==> config.mk <==
export PLATFORM = sky130hd
export DESIGN_NAME = ram_stream_reader
export DESIGN_NICKNAME = d
export VERILOG_FILES = /design/src/rtl/ram_stream_reader.sv
export SDC_FILE = /design/constraint.sdc
export NUM_CORES = 1
export LEC_CHECK = 0
export CORE_MARGIN = 1.5
export CORE_UTILIZATION = 30
export CTS_CLUSTER_SIZE = 16
export DETAILED_ROUTE_END_ITERATION = 10
export PLACE_DENSITY_LB_ADDON = 0.25
export REMOVE_ABC_BUFFERS = 1
export SYNTH_ARGS = -nofsm -noshare
export SYNTH_HDL_FRONTEND = slang
export SYNTH_SLANG_ARGS = --single-unit
==> constraint.sdc <==
create_clock -name clk -period 5.28 [get_ports clk]
set_input_delay 0.792 -clock clk [delete_from_list [all_inputs] [get_ports clk]]
set_output_delay 0.792 -clock clk [all_outputs]
set_load 0.02 [all_outputs]
==> src/rtl/ram_stream_reader.sv <==
// ram_stream_reader
//   Read-side initiator for the single-write/dual-read synchronous RAM.
//   A transfer is launched with start (base_addr, length captured when busy=0).
//   Sequential read addresses go out on RAM read port 1. The RAM's one-cycle
//   read latency is absorbed by a small FIFO. Words are then presented as a
//   valid/ready stream, and m_last marks the final word.
//
// Ports
//   clk, reset_n          clock, asynchronous active-low reset
//   start                 launch a transfer (ignored while busy)
//   base_addr, length     first address and word count (0..2^ADDRESS_WIDTH)
//   busy, done            transfer in progress / one-cycle completion pulse
//   ram_wEn               RAM write enable, tied low
//   ram_addr, ram_rdata   RAM read address / read data (registered in the RAM)
//   m_valid, m_ready      output stream handshake
//   m_data, m_last        stream word and final-word flag
module ram_stream_reader #(
  parameter int DATA_WIDTH    = 32,
  parameter int ADDRESS_WIDTH = 12,
  parameter int FIFO_DEPTH    = 2
) (
  input  logic                     clk,
  input  logic                     reset_n,
  input  logic                     start,
  input  logic [ADDRESS_WIDTH-1:0] base_addr,
  input  logic [ADDRESS_WIDTH:0]   length,
  output logic                     busy,
  output logic                     done,
  output logic                     ram_wEn,
  output logic [ADDRESS_WIDTH-1:0] ram_addr,
  input  logic [DATA_WIDTH-1:0]    ram_rdata,
  output logic                     m_valid,
  input  logic                     m_ready,
  output logic [DATA_WIDTH-1:0]    m_data,
  output logic                     m_last
);

  localparam int PTR_W = $clog2(FIFO_DEPTH);
  localparam int CNT_W = PTR_W + 2;
  localparam int LEN_W = ADDRESS_WIDTH + 1;
  localparam logic [CNT_W-1:0] DEPTH_C = CNT_W'(FIFO_DEPTH);

  typedef enum logic [1:0] {IDLE, FETCH, DRAIN} state_t;

  state_t                   state_q, state_d;
  logic [ADDRESS_WIDTH-1:0] base_q;
  logic [ADDRESS_WIDTH-1:0] addr_hold_q;
  logic [LEN_W-1:0]         len_q;
  logic [LEN_W-1:0]         issue_cnt_q;
  logic                     zero_done_q;

  logic                     vld_p1;
  logic                     last_p1;

  logic [DATA_WIDTH-1:0]    fifo_data [FIFO_DEPTH];
  logic [FIFO_DEPTH-1:0]    fifo_last_q;
  logic [PTR_W-1:0]         wr_ptr_q, rd_ptr_q;
  logic [CNT_W-1:0]         count_q;

  logic                     pop;
  logic                     push;
  logic [CNT_W-1:0]         occupancy;
  logic                     issue;
  logic                     issue_last;
  logic [ADDRESS_WIDTH-1:0] issue_addr;
  logic                     final_pop;
  logic                     accept_start;

  assign ram_wEn = 1'b0;
  assign busy    = (state_q != IDLE);

  assign m_valid = (count_q != '0);
  assign m_data  = m_valid ? fifo_data[rd_ptr_q] : '0;
  assign m_last  = m_valid & fifo_last_q[rd_ptr_q];

  assign pop  = m_valid & m_ready;
  assign push = vld_p1;

  // Slots already committed: stored words plus the read still in flight,
  // minus the word leaving this cycle. Issuing only below DEPTH keeps the
  // FIFO from overflowing whatever m_ready does.
  assign occupancy  = count_q + CNT_W'(vld_p1) - CNT_W'(pop);
  assign issue      = (state_q == FETCH) && (issue_cnt_q < len_q) && (occupancy < DEPTH_C);
  assign issue_addr = base_q + issue_cnt_q[ADDRESS_WIDTH-1:0];
  assign issue_last = (issue_cnt_q == len_q - LEN_W'(1));

  // The RAM registers the address in the issuing cycle. When not issuing,
  // the last address is held so the bus stays quiet. Those re-reads are
  // never pushed.
  assign ram_addr = issue ? issue_addr : addr_hold_q;

  // The last word only leaves the FIFO after DRAIN has been entered.
  assign final_pop    = (state_q == DRAIN) && pop && m_last;
  assign done         = zero_done_q | final_pop;
  assign accept_start = (state_q == IDLE) && start;

  always_comb begin
    state_d = state_q;
    case (state_q)
      IDLE:    if (accept_start && (length != '0)) state_d = FETCH;
      FETCH:   if (issue && (issue_cnt_q + LEN_W'(1) == len_q)) state_d = DRAIN;
      DRAIN:   if (final_pop) state_d = IDLE;
      default: state_d = IDLE;
    endcase
  end

  // ---- p0: transfer control and address issue ----
  always_ff @(posedge clk or negedge reset_n) begin
    if (!reset_n) begin
      state_q     <= IDLE;
      base_q      <= '0;
      len_q       <= '0;
      issue_cnt_q <= '0;
      addr_hold_q <= '0;
      zero_done_q <= 1'b0;
    end else begin
      state_q     <= state_d;
      zero_done_q <= accept_start && (length == '0);
      if (accept_start) begin
        base_q      <= base_addr;
        len_q       <= length;
        issue_cnt_q <= '0;
      end else if (issue) begin
        issue_cnt_q <= issue_cnt_q + LEN_W'(1);
      end
      if (issue) addr_hold_q <= issue_addr;
    end
  end

  // ---- p1: RAM read in flight, data returns next cycle ----
  always_ff @(posedge clk or negedge reset_n) begin
    if (!reset_n) begin
      vld_p1  <= 1'b0;
      last_p1 <= 1'b0;
    end else begin
      vld_p1  <= issue;
      last_p1 <= issue & issue_last;
    end
  end

  // ---- p2: output FIFO, written with ram_rdata while a read is in flight ----
  always_ff @(posedge clk or negedge reset_n) begin
    if (!reset_n) begin
      wr_ptr_q    <= '0;
      rd_ptr_q    <= '0;
      count_q     <= '0;
      fifo_last_q <= '0;
    end else begin
      if (push) begin
        fifo_last_q[wr_ptr_q] <= last_p1;
        wr_ptr_q              <= wr_ptr_q + PTR_W'(1);
      end
      if (pop) rd_ptr_q <= rd_ptr_q + PTR_W'(1);
      count_q <= count_q + CNT_W'(push) - CNT_W'(pop);
    end
  end

  always_ff @(posedge clk) begin
    if (push) fifo_data[wr_ptr_q] <= ram_rdata;
  end

endmodule

==> Word-level counts from Yosys, hierarchy flattened <==
Memory sizes are Yosys's and may differ from the RTL's.
Cells that the tools add are included.
{ "classes": {"addsub": 7, "magnitude_cmp": 5, "eq_ne": 7, "muxes": 15, "bitwise_logic": 4, "n_reduce_logical": 16} }
{ "ops": {"columns": ["operator", "n"], "rows": [
  ["$mux 32", 1],
  ["$eq 13x13->1", 2],
  ["$mux 13", 2],
  ["$add 13x1->13 const B", 1],
  ["$logic_not 13->1", 1],
  ["$lt 13x13->1", 1],
  ["$reduce_bool 13->1", 1],
  ["$sub 13x1->13 const B", 1],
  ["$add 12x12->12", 1],
  ["$mux 12", 1],
  ["$logic_and 1x1->1", 9],
  ["$mux 2", 3],
  ["$pmux 2 s3", 1],
  ["$mux 1", 5],
  ["$lt 1x2->1 const B", 2],
  ["$ne 2x1->1 const B", 2],
  ["$reduce_bool 2->1", 2],
  ["$add 3x1->3", 1],
  ["$and 1x1->1", 3],
  ["$lt 3x2->1 const B", 1],
  ["$reduce_and 3->1", 1],
  ["$reduce_bool 3->1", 1],
  ["$sub 3x1->3", 1],
  ["$add 1x1->1 const B", 2],
  ["other kinds (8)", 8]
]} }
{ "word_totals": {"register_bits": 62, "mem_bits_rw": 64, "input_bits": 61, "mem_count": 1} }
{ "memory_table": {"columns": ["memory", "depth", "word_bits", "read_ports", "rd_ports_with_merged_regs", "write_ports", "line_no", "text"], "rows": [
  ["fifo_data", 2, 32, 1, 0, 1, "55", "logic [DATA_WIDTH-1:0] fifo_data [FIFO_DEPTH];"]
]} }

==> Depth between registers and ports, before layout <==
Gate-level depths: netlist of run 1.
{ "depth": {"ltp_word": 8, "mapped_depth": 16} }

==> Worst setup path before layout of run 1 <==
OpenSTA, ideal clock, no wires.
{ "synth_timing": {"path_type": "flip-flop to output port", "startpoint": "register count_q[1]", "endpoint": "output ram_addr[11]", "arrival_time_ns": 3.842, "required_ns": 4.488, "setup_slack_ns": 0.646, "path_stages_with_launch": 15, "path_buffers": 1, "path_cell_list": "dfrtp_1 nor3_1 inv_1 nand2_1 inv_1 ha_1 inv_1 ha_1 inv_1 fa_1 nand3b_1 a211oi_1 o21ai_1 clkbuf_1 o41ai_1"} }
{ "synth_between": {"elab_chain_len": 6, "elab_cells_between_ends": 7, "classes_between": "add/sub (2); order compare (1); mux (1); bitwise (1); reduce/logical (2)"} }
{ "synth_lines": {"columns": ["element", "line_no", "text"], "rows": [
  ["start: declaration", "58", "logic [CNT_W-1:0] count_q;"],
  ["start signal: assignment", "154", "count_q <= count_q + CNT_W'(push) - CNT_W'(pop);"],
  ["$reduce_bool 3->1", "72", "assign m_valid = (count_q != '0);"],
  ["net m_valid", "32", "output logic m_valid,"],
  ["$and 1x1->1", "76", "assign pop = m_valid & m_ready;"],
  ["net pop", "60", "logic pop;"],
  ["$sub 3x1->3", "82", "assign occupancy = count_q + CNT_W'(vld_p1) - CNT_W'(pop);"],
  ["$lt 3x2->1", "83", "assign issue = (state_q == FETCH) && (issue_cnt_q < len_q) && (occupancy < DEPTH_C);"],
  ["$logic_and 1x1->1", "83", null],
  ["$mux 12", null, null],
  ["end: declaration", "30", "output logic [ADDRESS_WIDTH-1:0] ram_addr,"]
]} }
The timed path passes the listed nets, and every way through them passes these cells.

==> Worst setup path after layout of run 1 <==
{ "layout_timing": {"startpoint": "input m_ready", "endpoint": "output ram_addr[7]"} }
{ "layout_between": {"elab_chain_len": 5} }
{ "layout_lines": {"columns": ["element", "line_no", "text"], "rows": [
  ["start: declaration", "33", "input logic m_ready,"],
  ["$and 1x1->1", "76", null],
  ["net pop", "60", null],
  ["$sub 3x1->3", "82", null],
  ["$lt 3x2->1", "83", null],
  ["$logic_and 1x1->1", "83", null],
  ["$mux 12", null, null]
]} }
The timed path passes the listed nets, and every way through them passes these cells.

==> impl_metrics.yaml, run 1 <==
setup_path:
  worst_path_dominant_cell_family: "buffers and inverters"
  path_class: "in -> out"
  critical_path.slowest_cell: "clkdlybuf4s50_1"
  timing.rr.start: "count_q[1]$_DFF_PN0_"
  required_ns: 4.49
  reg2reg_slack_ns: 1.57
  endpoint: "ram_addr[7]"
  regToRegEndpoint: "issue_cnt_q[8]$_DFFE_PN0P_"
  cp-start-kind: "input port"
  path_buf_inv: 6
  path_max_fanout: 12
  critical_path.cell_chain: "clkdlybuf4s50_1, nand2_1, inv_1, ha_1, inv_1, ha_1, inv_1, fa_1, nand3b_1, a211oi_1, o21ai_2, buf_4, o21ai_0, clkdlybuf4s50_1"
  worstPathArrival_ns: 4.25
  worst_path_most_repeated_cell: "inv_1"
  crit_path_end_kind: "output pin"
  cp-startpoint: "m_ready"
  r2r_cells: 16
  cp_num_cells: 14
  slowest_delay_ns: 0.66
clock_tree:
  clkTransAtPathRegs_ns: 0.06
  clockBufferDepth: 2
  cts_inserted_buffers: 17
  cts_root_buf: "clkbuf_16"
  cts_post_setup_buffers_inserted: 0
  insertion_delay_ns: 0.43
  h-tree-depth: 4
  tritoncts: "yes"
  cts.sinks: 126
logic_synthesis:
  synth_top_cells_by_area: "edfxtp_1 29%, dfrtp_1 24%, mux2i_1 6.0%"
  synth_top_area_frac: 0.294
  yosys_warnings: 0
  synth_top_area_cell: "edfxtp_1"
  synthArstFlopShare: 0.492
  syn-cell-area_um2: 6540
  synth_edf_count: 64
  yosysSeqAreaShare: 0.531
  netlist_instances: 607
  synth_ff_type: "edfxtp_1"
  syn_avg_cell_area_um2: 10.8
  synth_seq_cells: 126
  ys_types: 61
grt:
  grt_pass1_wl_mm: 26.5
  antenna_found_initial: 0
  track_usage: 0.153
  grt_pass1_vias: 5051
  grt_overflow: 0
  grt_max_degree: 63
sta:
  period_share: 0.955
  hold_viol_final: 0
  clock_skew_ns: 0.0108
  finalSetupViolCount: 0
  fmax_mhz: 198
  fin_hold_ws_ns: 0.482
  slew_viol_final: 0
  worstMarginPinSlew_ns: 1.04
  min_period_ns: 5.04
  slew_headroom: 0.306
drt:
  vias_per_cell: 4.91
  dr.pass1.iters: 4
  wl_per_cell_um: 16.4
  wl_mm: 16.4
  vias: 4924
  drc: 0
  ant_nets: 0
  drt_iter0_markers: 261
floorplan:
  core-area_um2: 21200
  ios: 110
  dieArea_um2: 22700
  rows: 53
  die_x_um: 151
  dieHeight_um: 151
  initial_core_util: 0.308
finish:
  fillers: 2080
  seqCellArea_um2: 3470
  synthToLayoutAreaGrowth_pct: 30.3
  multiInputGateArea_um2: 2860
  final_nets: 805
  diodes: 0
  layout-drive-gt1-share: 0.0853
min_path:
  worstHoldPathCells: 1
  hold_path_class: "reg -> reg"
pwr:
  finalPower_w: 0.00546
  leakage_nw: 3.53
  ir_drop_uv: 403
  power_density_nw_per_um2: 640
placed_design:
  port_buffers: 108
  dp_hpwl_mm: 11.6
  routabilityCongestion: 0.833
run:
  maxCapViolations: 0
outcome:
  status: "complete, no violations"
[cells in the final DEF, fill, tap and decap left out, types with 15 or more instances in the layout]
master | Yosys | layout
clkbuf_16 | 0 | 17
nor2_1 | 52 | 51
edfxtp_1 | 64 | 64
o21ai_0 | 40 | 40
clkdlybuf4s50_1 | 0 | 107
ha_1 | 28 | 28
nor3_1 | 16 | 15
inv_1 | 28 | 28
xor2_1 | 17 | 17
xnor2_1 | 19 | 19
dfrtp_1 | 62 | 61
mux2i_1 | 39 | 39
a21oi_1 | 17 | 17
nand2_1 | 74 | 74
[logic make-up after synthesis]
logic type / count (synthesis) / synth area share
muxes: 45 / 0.0700
xor gates and xnor gates: 36 / 0.0482
AOI/OAI and AO/OA: 106 / 0.103
DFF: 126 / 0.531
and+or+nand+nor: 206 / 0.153
buffers and inverters: 57 / 0.0350
other: 1 / 0.000573
adders and majority gates: 30 / 0.0597
[layout make-up]
cell class,instances,share of cell area
Timing Repair Buffer,117,0.134
Clock inverter,15,0.0204
Clock buffer,17,0.0499
Inverter,28,0.0123
Multi-Input combinational cell,424,0.335
Sequential cell,126,0.408
Tap cell,275,0.0404
[Yosys cell counts, drive strengths merged, types with 3 or more instances]
cell type / number
nand3: 12
inv: 28
buf: 6
o21a: 7
o21ai: 42
or3: 4
a21o: 11
xor2: 17
ha: 28
and3: 3
clkbuf: 23
nand4: 9
a21oi: 17
mux2: 6
nor3: 17
and4: 5
xnor2: 19
nor2: 52
nand2: 74
edfxtp: 64
dfrtp: 62
a211oi: 7
and2: 4
mux2i: 39
or4: 3
nor2b: 5
nor4: 7
[where the power goes]
| part | internal, W | switching, W |
|---|---|---|
| Clock | 0.000710 | 0.000483 |
| Sequential | 0.00133 | 0.000290 |
| Combinational | 0.00117 | 0.00148 |
[metrics by stage]
step	utilization	TNS, ns	worst slack [ns]	area [um^2]	cells
global route	0.402	-0.00161	-0.00161	8520	1002
floorplan	-	-32.40	-1.41	6420	578
global placement	0.373	0	0.236	7920	970
CTS	0.401	0	0.121	8520	1002
detailed placement	0.373	0	0.165	7920	970
finish	0.402	0	0.238	8520	1002
[registers in the layout, indices dropped and copies added, names as in the netlist]
| signal | count |
|---|---|
| fifo_data | 64 |
| fifo_last_q | 2 |
| push | 1 |
| issue_cnt_q | 13 |
| state_q | 2 |
| zero_done_q | 1 |
| last_p1 | 1 |
| rd_ptr_q | 1 |
| addr_hold_q | 12 |
| len_q | 13 |
| base_q | 12 |
| wr_ptr_q | 1 |
| count_q | 3 |
[layer usage]
layer / global-route usage / wire (um) / vias up
li1: - / - / 2395
met1: 0.188 / 7270 / 2373
met2: 0.261 / 7970 / 133
met3: 0.0315 / 847 / 23
met4: 0.0617 / 346 / 0
met5: 0 / 0 / -
[worst min-delay path by stage]
stage / start / to / slack (ns)
2_1_floorplan: base_q[0]$_DFFE_PN0P_ / base_q[0]$_DFFE_PN0P_ / 0.45
3_3_place_gp: addr_hold_q[11]$_DFF_PN0_ / addr_hold_q[11]$_DFF_PN0_ / 0.45
3_5_place_dp: addr_hold_q[0]$_DFF_PN0_ / addr_hold_q[0]$_DFF_PN0_ / 0.47
4_1_cts: push$_DFF_PN0_ / wr_ptr_q$_DFFE_PN0P_ / 0.49
5_1_grt: addr_hold_q[8]$_DFF_PN0_ / addr_hold_q[8]$_DFF_PN0_ / 0.51
6_report: push$_DFF_PN0_ / wr_ptr_q$_DFFE_PN0P_ / 0.48
[what timing repair did]
item                       in CTS  in global routing
setup endpoints to repair       0                  1
resized for setup               0                  1
hold buffers                    0                  0
Power figures use the tool's default switching activity.
==> inputs of run 2 (changes only) <==
Clock period 5.28 ns to 6.1 ns, I/O delays scaled along.
==> run 2 against run 1 <==
Compared with the run above: highest routed layer unchanged; die area did not move; first-iteration DRC count rose by 30%; critical path depth fell by 1.
==> impl_metrics.yaml, run 2 (synthesis results as in run 1) <==
outcome:
  status: "complete, no violations"
clock_tree:
  cts_post_setup_buffers_inserted: 0
  cts_hold_buffers: 0
  cts_root_buf: "clkbuf_16"
  cts_inserted_buffers: 17
  insertion_delay_ns: 0.43
  clkTransAtPathRegs_ns: 0.06
  tritoncts: "yes"
  h-tree-depth: 4
  clockBufferDepth: 2
  ctsResizeCount: 0
  cts.sinks: 126
grt:
  grt_max_degree: 63
  antenna_found_initial: 0
  grt_overflow: 0
  grt_pass1_vias: 4902
  track_usage: 0.149
  grt_pass1_wl_mm: 25.7
sta:
  worstMarginPinSlew_ns: 1.05
  slew_headroom: 0.298
  finalSetupViolCount: 0
  slew_viol_final: 0
  min_period_ns: 5.45
  fin_hold_ws_ns: 0.485
  period_share: 0.893
  clock_skew_ns: 0.00666
  fmax_mhz: 184
  rsz0062_at_grt: "false"
  hold_viol_final: 0
finish:
  final_common_cell: "clkdlybuf4s50_1"
  largest-register: "fifo_data"
  final_cell_mix: "107 x clkdlybuf4s50_1, 74 x nand2_1, 64 x edfxtp_1, 61 x dfrtp_1, 51 x nor2_1"
  multiInputGateArea_um2: 2850
  final_nets: 805
  largest_reg_flops: 64
  diodes: 0
  instances_no_fill: 1002
  synthToLayoutAreaGrowth_pct: 30.2
  reg.largest.list: "fifo_data x64, issue_cnt_q x13, len_q x13"
  layout-drive-gt1-share: 0.0839
  final_util: 0.401
  seqCellArea_um2: 3470
  final_area_um2: 8520
  fillers: 2044
setup_path:
  path_max_fanout: 25
  crit_path_end_kind: "output pin"
  path_class: "in -> out"
  reg2reg_slack_ns: 2.19
  timing.rr.start: "count_q[1]$_DFF_PN0_"
  cp-startpoint: "m_ready"
  required_ns: 5.18
  worstPathArrival_ns: 4.53
  cp-start-kind: "input port"
floorplan:
  dieHeight_um: 151
  ios: 110
  dieArea_um2: 22700
  core-area_um2: 21200
  rows: 53
  die_x_um: 151
  initial_core_util: 0.308
pwr:
  power_density_nw_per_um2: 554
  leakage_nw: 3.53
  ir_drop_uv: 370
  finalPower_w: 0.00472
drt:
  wl_per_cell_um: 16.3
  drc: 0
  vias_per_cell: 4.88
  drt_iter0_markers: 338
  ant_nets: 0
  vias: 4891
  wl_mm: 16.3
  dr.pass1.iters: 4
run:
  maxCapViolations: 0
placed_design:
  placed_area_um2: 7920
  port_buffers: 108
  placed_cells: 970
  routabilityCongestion: 0.843
  dp_hpwl_mm: 11.3
min_path:
  hp-start: "addr_hold_q[0]$_DFF_PN0_"
  hold_path_class: "reg -> reg"
## run 2: changes by cell type in the layout (fill, tap and decap cells not counted), sizes merged
cell      change
clkinv        +2
clkinvlp      -2
## run 2: stage by stage
stage / worst slack (ns) / setup TNS (ns)
5_1_grt: 0.364 / 0
4_1_cts: 0.591 / 0
6_report: 0.652 / 0
3_5_place_dp: 0.626 / 0
2_1_floorplan: -0.712 / -6.71
3_3_place_gp: 0.668 / 0
## run 2: power breakdown
group	total (W)	internal (W)	switching [W]
Sequential	0.00140	0.00115	0.000248
Combinational	0.00227	0.000997	0.00128
Clock	0.00105	0.000617	0.000429
## run 2: worst max-delay path, stage by stage
cell	delay, ns
clkdlybuf4s50_1	0.40
nand2_1	0.13
inv_1	0.06
ha_1	0.28
inv_1	0.06
ha_1	0.13
inv_1	0.05
fa_1	0.51
nand3b_1	0.09
a211oi_1	0.29
o21ai_2	0.35
o41ai_1	0.57
clkdlybuf4s50_1	0.69
## run 2: path summary, 6_finish.rpt
kind                                              endpoint  cells after the start
worst min-delay path              addr_hold_q[0]$_DFF_PN0_                      2
worst min register to register    addr_hold_q[0]$_DFF_PN0_                      2
worst max register to register  issue_cnt_q[8]$_DFFE_PN0P_                     16
min in group asynchronous           base_q[11]$_DFFE_PN0P_                      2
max in group asynchronous             rd_ptr_q$_DFFE_PN0P_                      2
worst max-delay path                          ram_addr[11]                     13
## run 2: routing by layer
metal / routed length (um) / GRT usage / up-vias
met5: 0 / 0 / -
li1: - / - / 2391
met4: 257 / 0.0549 / 0
met3: 817 / 0.0361 / 19
met1: 7240 / 0.180 / 2351
met2: 7960 / 0.257 / 130
## run 2: area by class of cell
cell class / instances / area share
inverters: 28 / 0.0123
flip-flops and latches: 126 / 0.408
clock buffers: 17 / 0.0499
clock inverters: 15 / 0.0207
repair buffers: 117 / 0.134
multi-input cells: 424 / 0.335
well taps: 275 / 0.0404
